==> src/rtl/apb_bridge_pkg.sv <==
// Shared types and constants for the APB front-end of the pulse-counter block.
package apb_bridge_pkg;

    typedef enum logic [1:0] {
        IDLE   = 2'd0,
        WAIT   = 2'd1,
        STROBE = 2'd2,
        RESP   = 2'd3
    } state_t;

    localparam logic [9:0] ADDR_CR = 10'h000;
    localparam logic [9:0] ADDR_SR = 10'h004;
    localparam int         WAIT_W  = 4;

endpackage

==> src/rtl/apb_addr_decode.sv <==
// Combinational register-map decode; misaligned or unknown byte addresses are unmapped.
module apb_addr_decode
    import apb_bridge_pkg::*;
#(
    parameter int ADDR_W = 10
) (
    input  logic [ADDR_W-1:0] paddr,
    output logic              mapped,
    output logic              is_cr,
    output logic              is_sr
);

    // Exact match against the two word-aligned register addresses
    always_comb begin
        is_cr  = (paddr == ADDR_W'(ADDR_CR));
        is_sr  = (paddr == ADDR_W'(ADDR_SR));
        mapped = is_cr | is_sr;
    end

endmodule

==> src/rtl/apb_counter_bridge.sv <==
// APB3 slave that turns setup/access transfers into single-cycle wr_en/rd_en
// strobes for the pulse counter and returns a registered read response.
module apb_counter_bridge
    import apb_bridge_pkg::*;
#(
    parameter int WAIT_CYCLES = 0,
    parameter int ADDR_W      = 10
) (
    input  logic              clk,
    input  logic              rst_n,
    input  logic              psel,
    input  logic              penable,
    input  logic              pwrite,
    input  logic [ADDR_W-1:0] paddr,
    input  logic [31:0]       pwdata,
    output logic [31:0]       prdata,
    output logic              pready,
    output logic              pslverr,
    output logic              wr_en,
    output logic              rd_en,
    output logic [ADDR_W-1:0] addr,
    output logic [31:0]       wdata,
    input  logic [31:0]       rdata
);

    localparam logic [WAIT_W-1:0] WAIT_LOAD = WAIT_W'(WAIT_CYCLES);
    localparam logic [WAIT_W-1:0] WAIT_ONE  = WAIT_W'(32'd1);

    state_t            state_r;
    state_t            state_s;
    logic [WAIT_W-1:0] wait_cnt_r;
    logic              write_r;
    logic              err_r;

    logic              setup_s;
    logic              mapped_s;
    logic              is_cr_s;
    logic              is_sr_s;
    logic              decode_unused_s;
    logic              cur_write_s;
    logic              cur_err_s;
    logic              wr_en_s;
    logic              rd_en_s;
    logic              pready_s;
    logic              pslverr_s;
    logic [31:0]       prdata_s;

    apb_addr_decode #(.ADDR_W(ADDR_W)) u_decode (
        .paddr  (paddr),
        .mapped (mapped_s),
        .is_cr  (is_cr_s),
        .is_sr  (is_sr_s)
    );

    assign decode_unused_s = is_cr_s ^ is_sr_s;
    assign setup_s         = psel & ~penable;

    // FSM state register
    always_ff @(posedge clk) begin
        if (!rst_n) begin
            state_r <= IDLE;
        end else begin
            state_r <= state_s;
        end
    end

    // Next-state logic; losing psel while waiting abandons the transfer silently
    always_comb begin
        state_s = state_r;
        case (state_r)
            IDLE: begin
                if (setup_s) begin
                    state_s = (WAIT_LOAD != '0) ? WAIT : STROBE;
                end else begin
                    state_s = IDLE;
                end
            end
            WAIT: begin
                if (!psel) begin
                    state_s = IDLE;
                end else if (wait_cnt_r <= WAIT_ONE) begin
                    state_s = STROBE;
                end else begin
                    state_s = WAIT;
                end
            end
            STROBE:  state_s = RESP;
            RESP:    state_s = IDLE;
            default: state_s = IDLE;
        endcase
    end

    // Wait counter and transfer attribute capture at setup
    always_ff @(posedge clk) begin
        if (!rst_n) begin
            wait_cnt_r <= '0;
            write_r    <= 1'b0;
            err_r      <= 1'b0;
        end else if ((state_r == IDLE) && setup_s) begin
            wait_cnt_r <= WAIT_LOAD;
            write_r    <= pwrite;
            err_r      <= ~mapped_s;
        end else if ((state_r == WAIT) && (wait_cnt_r != '0)) begin
            wait_cnt_r <= wait_cnt_r - WAIT_ONE;
        end
    end

    // Output next-values derived from the upcoming state so every port is a flop.
    // With no wait states STROBE follows IDLE directly, so the live APB inputs
    // stand in for the not-yet-captured attributes.
    always_comb begin
        if (state_r == IDLE) begin
            cur_write_s = pwrite;
            cur_err_s   = ~mapped_s;
        end else begin
            cur_write_s = write_r;
            cur_err_s   = err_r;
        end
        wr_en_s   = (state_s == STROBE) & ~cur_err_s & cur_write_s;
        rd_en_s   = (state_s == STROBE) & ~cur_err_s & ~cur_write_s;
        pready_s  = (state_s == RESP);
        pslverr_s = pready_s & err_r;
        if (pready_s && !err_r && !write_r) begin
            prdata_s = rdata;
        end else begin
            prdata_s = 32'h0000_0000;
        end
    end

    // Registered outputs; addr/wdata hold until the next setup
    always_ff @(posedge clk) begin
        if (!rst_n) begin
            wr_en   <= 1'b0;
            rd_en   <= 1'b0;
            pready  <= 1'b0;
            pslverr <= 1'b0;
            prdata  <= 32'h0000_0000;
            addr    <= '0;
            wdata   <= 32'h0000_0000;
        end else begin
            wr_en   <= wr_en_s;
            rd_en   <= rd_en_s;
            pready  <= pready_s;
            pslverr <= pslverr_s;
            prdata  <= prdata_s;
            if ((state_r == IDLE) && setup_s) begin
                addr  <= paddr;
                wdata <= pwdata;
            end
        end
    end

endmodule

==> config.mk <==
export PLATFORM = sky130hd
export DESIGN_NAME = apb_counter_bridge
export DESIGN_NICKNAME = d
export VERILOG_FILES = /design/src/rtl/apb_bridge_pkg.sv /design/src/rtl/apb_addr_decode.sv /design/src/rtl/apb_counter_bridge.sv
export SDC_FILE = /design/constraint.sdc
export NUM_CORES = 1
export LEC_CHECK = 0
export CORE_MARGIN = 1
export CORE_UTILIZATION = 39
export CTS_CLUSTER_SIZE = 30
export DETAILED_ROUTE_END_ITERATION = 8
export GPL_ROUTABILITY_DRIVEN = 0
export PLACE_DENSITY = 0.8
export SYNTH_ARGS = -nofsm -noshare
export SYNTH_HDL_FRONTEND = slang
export SYNTH_SLANG_ARGS = --single-unit
==> constraint.sdc <==
create_clock -name clk -period 1.81 [get_ports clk]
set_input_delay 0.362 -clock clk [delete_from_list [all_inputs] [get_ports clk]]
set_output_delay 0.362 -clock clk [all_outputs]
set_load 0.05 [all_outputs]
==> results of run 1 <==
[flip-flops by register name, indices dropped and copies added, names as in the netlist]
signal	count
pslverr	1
addr	10
write_r	1
prdata	32
wait_cnt_r	4
pready	1
err_r	1
wr_en	1
wdata	32
rd_en	1
state_r	2
[report_power, final]
group	switching, W	internal [W]
clock	0.000643	0.00106
combinational	0.000440	0.000347
sequential	0.0000449	0.00197
[how the worst min path moves through the flow]
stage	slack, ns	depth (start not counted)	to
after floorplan	0.47	2	write_r
after global placement	0.44	2	wdata[17]
after detailed placement	0.45	2	wdata[20]
after CTS	0.46	2	wdata[20]
after global routing	0.47	2	wdata[20]
final	0.45	2	wdata[18]
[per-layer routing]
layer	track usage (%)	wire, um	part of all wire [%]
met1	21.47	3122	42
met5	0	0	0
met2	33.08	3783	51
met3	3.704	360	4.8
met4	8.333	175	2.4
[kinds of logic (layout without fill, tap and decap cells)]
| logic type | after synthesis | in the layout | synth area share, % |
|---|---|---|---|
| fa+ha+maj | 3 | 3 | 1.227 |
| xor+xnor | 3 | 3 | 0.8591 |
| simple gates | 152 | 152 | 24.25 |
| compound gates | 53 | 53 | 12.97 |
| buf+inv | 22 | 189 | 4.417 |
| flops | 86 | 86 | 56.28 |
[area by class of cell]
type	count	share of cell area [%]
clock buffer	10	2.628
clock inverter	6	2.756
inverter	3	0.2318
timing repair buffer	170	31.63
sequential	86	35.45
tap	99	2.550
multi-input combinational	211	24.76
[synthesized netlist by cell type, types with 2 or more instances]
master and count:
nor3_1 4, nand2_1 90, a21boi_0 17, a31oi_1 2, buf_2 6, nor2b_1 3, inv_1 3, o21ai_0 3
clkbuf_1 7, xor2_1 2, buf_6 6, nand3_1 2, nor2_1 9, a21boi_1 26, dfxtp_1 86, ha_1 3
and2_1 33
[critical path: stages (launching register included)]
cell	delay, ns
dfxtp_1	0.35
inv_1	0.09
ha_1	0.13
or3b_2	0.46
and2_1	0.21
a211oi_1	0.23
[metrics by stage]
step           util [%]  instance area [um^2]  std cells  hold WS [ns]
2_1_floorplan         -                  3059        319        0.4684
3_3_place_gp      62.24                  4611        569        0.4413
3_5_place_dp      62.24                  4611        569        0.4464
4_1_cts           65.56                  4857        585        0.4583
5_1_grt           65.56                  4857        585        0.4713
6_report          65.56                  4857        585        0.4546
[timing repair]
item | CTS | global route
setup endpoints to repair | 12 | 0
hold buffers | 0 | 0
resized for setup | 12 | 0
==> results.sh, run 1 <==
export IMPL_ys_seq_area_share_pct=56.28
export IMPL_drv_slew=0
export IMPL_route_detailed_drc=0
export IMPL_clk_latency_ns=0.34
export IMPL_start_util_pct=41.29
export IMPL_hold_class="reg -> reg"
export IMPL_place_hpwl_um=5712
export IMPL_fin_crit_sh_pct=86.31
export IMPL_numCtsBuffers=9
export IMPL_final_hold_viol_count=0
export IMPL_drive_above_1_share_pct=21.40
export IMPL_grt_setup_unrepaired="no"
export IMPL_reg2reg_slack_ns=0.25
export IMPL_place_ws_ns=-0.1047
export IMPL_critPathCaptureType="register"
export IMPL_fin_total_pwr_w=0.004504
export IMPL_synth_flop_cell="dfxtp_1"
export IMPL_vias=2668
export IMPL_fmax_mhz=640.1
export IMPL_synth_seq_cells=86
export IMPL_fin_nets=563
export IMPL_postCtsSetupBuffers=0
export IMPL_min_period_ns=1.562
export IMPL_io_buffers=156
export IMPL_yosysWarnings=0
export IMPL_synthTopCellsByArea="dfxtp_1 56%, nand2_1 11%, and2_1 6.7%"
export IMPL_leakage_nw=2.102
export IMPL_ys_types=34
export IMPL_antenna_found_initial=0
export IMPL_tns_ns=0
export IMPL_firstDrtPassIters=4
export IMPL_num_io_pins=157
export IMPL_syn_num_nets=401
export IMPL_multi_input_comb_area_mm2=0.001202
export IMPL_register_area_mm2=0.001722
export IMPL_layout_commonest_cell="nand2_1"
export IMPL_path_class="reg -> reg"
export IMPL_routed_via_density=4.561
export IMPL_crit_start="wait_cnt_r[0]"
export IMPL_htree_levels=3
export IMPL_path_max_fanout=4
export IMPL_r2r_start="wait_cnt_r[0]"
export IMPL_crit_path_start_kind="register"
export IMPL_maxSlewHeadroom_pct=65.17
export IMPL_cts_sinks=86
export IMPL_fp_dieArea_mm2=0.008202
export IMPL_r2r_cells=5
export IMPL_layout_common_cells="90 x nand2_1, 86 x dfxtp_1, 78 x clkdlybuf4s50_1"
export IMPL_r2r_end="wait_cnt_r[1]"
export IMPL_synth_area_mm2=0.003059
export IMPL_tightest_slew_ns=0.5245
export IMPL_grtUsageTotal_pct=18.63
export IMPL_syn_area_per_cell_um2=9.590
export IMPL_wl_per_cell_um=12.72
export IMPL_cap_viol_max_count=0
export IMPL_hp_start="wdata[18]"
export IMPL_cts_tree="done"
export IMPL_syn_to_final_growth_pct=58.77
export IMPL_outcome="complete, no violations"
export IMPL_cp_required_ns=2.07
export IMPL_yosys_area_top_type="dfxtp_1"
export IMPL_die_y_um=90.57
export IMPL_grt_pass1_wl_um=12130
export IMPL_core_area_mm2=0.007408
export IMPL_skew_ns=0.009705
export IMPL_overflow=0
export IMPL_power_density_mw_per_mm2=927.2
export IMPL_ant_nets=0
export IMPL_chipWidth_um=90.57
export IMPL_wirelength_um=7442
export IMPL_async_flop_share_pct=0
export IMPL_critPathCapture="wait_cnt_r[1]"
export IMPL_ir_worst_vdd_uv=457.1
export IMPL_grt_max_degree=34
export IMPL_n_fill_cell=615
export IMPL_clk_pin_slew_ns=0.08
export IMPL_synth_edf_count=0
export IMPL_setup_ws_ns=0.2477
export IMPL_finalSetupViolations=0
export IMPL_antenna_cells=0
export IMPL_root_buffer="clkbuf_8"
export IMPL_clockBufferDepth=2
export IMPL_drtIter0Drc=63
export IMPL_std_cell_rows=31
export IMPL_grt_pass1_vias=2522
export IMPL_cp_arrival_ns=1.82
export IMPL_yosys_area_top_type_share_pct=56.28
export IMPL_synthCells=319
Note: power is estimated with default switching activity, not from simulation.
==> run 2: changes to the inputs <==
SLEW_MARGIN = 20   (was not set)
==> results of run 2 <==
Final layout, timing and power as in run 1 (identical DEF).
==> run 3: changes to the inputs <==
CORE_UTILIZATION = 38   (was 39)
HOLD_SLACK_MARGIN = 0.08   (was not set)
PLACE_DENSITY = 0.78   (was 0.8)
==> run 3 against run 2 <==
Combinational power shrank 2%. Clock skew down 0.0027 ns. Hold slack gained 0.0029 ns. Critical path depth unchanged. Sequential cell count did not move. Global-route usage decreased by 0.72 points. Utilization down 4.3 points. First-iteration DRC count grew 19%. Critical path type is now in -> reg. Critical endpoint is now wr_en. Largest cell class unchanged. Highest routed layer unchanged.
==> results.sh, run 3 (synthesis gave the netlist of run 1 again) <==
export IMPL_root_buffer="clkbuf_8"
export IMPL_grt_max_degree=34
export IMPL_fin_crit_sh_pct=90.94
export IMPL_cts_sinks=86
export IMPL_grt_setup_unrepaired="no"
export IMPL_htree_levels=3
export IMPL_overflow=0
export IMPL_fp_dieArea_mm2=0.008413
export IMPL_num_io_pins=157
export IMPL_clk_latency_ns=0.35
export IMPL_core_area_mm2=0.007767
export IMPL_layout_commonest_cell="nand2_1"
export IMPL_tightest_slew_ns=0.5010
export IMPL_critPathCaptureType="register"
export IMPL_cap_viol_max_count=0
export IMPL_std_cell_rows=32
export IMPL_hold_class="reg -> reg"
export IMPL_start_util_pct=39.38
export IMPL_cts_tree="done"
export IMPL_syn_to_final_growth_pct=55.50
export IMPL_path_class="in -> reg"
export IMPL_clk_pin_slew_ns=0.09
export IMPL_min_period_ns=1.646
export IMPL_skew_ns=0.007029
export IMPL_clockBufferDepth=2
export IMPL_firstDrtPassIters=4
export IMPL_maxSlewHeadroom_pct=66.73
export IMPL_leakage_nw=2.049
export IMPL_die_y_um=91.73
export IMPL_grt_pass1_wl_um=11850
export IMPL_chipWidth_um=91.73
export IMPL_fmax_mhz=607.5
export IMPL_drtIter0Drc=75
export IMPL_postPlaceCellArea_mm2=0.004579
export IMPL_outcome="complete, no violations"
export IMPL_cp_required_ns=2.10
export IMPL_drive_above_1_share_pct=20.70
export IMPL_antenna_cells=0
export IMPL_ant_nets=0
export IMPL_top_regs="prdata (32), wdata (32), addr (10)"
export IMPL_fin_nets=561
export IMPL_power_density_mw_per_mm2=867.3
export IMPL_layout_common_cells="90 x nand2_1, 86 x dfxtp_1, 78 x clkdlybuf4s50_1"
export IMPL_drv_slew=0
export IMPL_antenna_found_initial=0
export IMPL_crit_path_start_kind="input port"
export IMPL_ir_worst_vdd_uv=498.4
export IMPL_postCtsSetupBuffers=0
export IMPL_route_detailed_drc=0
export IMPL_place_hpwl_um=5650
export IMPL_cp_arrival_ns=1.94
export IMPL_wirelength_um=7512
export IMPL_final_hold_viol_count=0
export IMPL_routed_via_density=4.573
export IMPL_path_max_fanout=3
export IMPL_grtUsageTotal_pct=17.91
export IMPL_fin_util_pct=61.24
export IMPL_tns_ns=0
export IMPL_hold_worst_slack_ns=0.4575
export IMPL_fin_total_pwr_w=0.004126
export IMPL_grt_pass1_vias=2434
export IMPL_fin_area_mm2=0.004757
export IMPL_finalSetupViolations=0
export IMPL_numCtsBuffers=9
export IMPL_vias=2675
export IMPL_io_buffers=156
export IMPL_wl_per_cell_um=12.84
run 3: cell types whose count changed in the layout (fill, tap and decap cells not counted):
cell	before	now
dlygate4sd2_1	12	14
buf_12	4	2
clkinv_2	1	0
bufinv_16	4	1
buf_4	76	74
clkinvlp_4	0	2
clkbuf_1	1	0
inv_6	0	2
run 3: path summary, 6_finish.rpt:
kind / startpoint / slack, ns / depth (start not counted) / to
worst max-delay path: paddr[6] / 0.16 / 5 / wr_en
worst min register to register: wdata[6] / 0.46 / 2 / wdata[6]
worst max register to register: wait_cnt_r[0] / 0.22 / 5 / wait_cnt_r[1]
worst min-delay path: wdata[6] / 0.46 / 2 / wdata[6]
run 3: routing by layer:
layer | global-route usage (%) | part of all wire (%)
met5 | 0 | 0
met1 | 21.70 | 43
met2 | 29.57 | 50
met4 | 9.505 | 2.4
met3 | 4.063 | 5.2
run 3: area by class of cell:
| cell class | count | area, um^2 |
|---|---|---|
| multi-input combinational | 211 | 1202 |
| clock inverter | 6 | 71.32 |
| fill | 698 | 3010 |
| tap | 102 | 127.6 |
| sequential | 86 | 1722 |
| timing repair buffer | 168 | 1499 |
| clock buffer | 9 | 123.9 |
| inverter | 3 | 11.26 |
run 3: power breakdown:
part,total (W),switching [W],leakage (nW),internal [W]
Clock,0.00133,0.000692,0.0923,0.000642
Sequential,0.00202,0.0000456,0.699,0.00197
Combinational,0.000775,0.000438,1.26,0.000337
run 3: worst max-delay path, stage by stage:
cell and delay, ns:
clkdlybuf4s50_1 0.41, or4_1 0.52, nor3_1 0.31, nand4_1 0.17
a21oi_2 0.16
run 3: repair_timing:
item | 4_1_cts | 5_1_grt
hold buffers | 0 | 0
resized for setup | 14 | 0
hold endpoints to repair | 0 | 0
endpoints found under the setup margin | 14 | 0
run 3: metrics by stage:
step | setup slack, ns | instances
floorplan | 0.3546 | 319
global placement | -0.1117 | 570
detailed placement | -0.1752 | 570
CTS | 0.1840 | 585
global route | 0.06689 | 585
finish | 0.1639 | 585
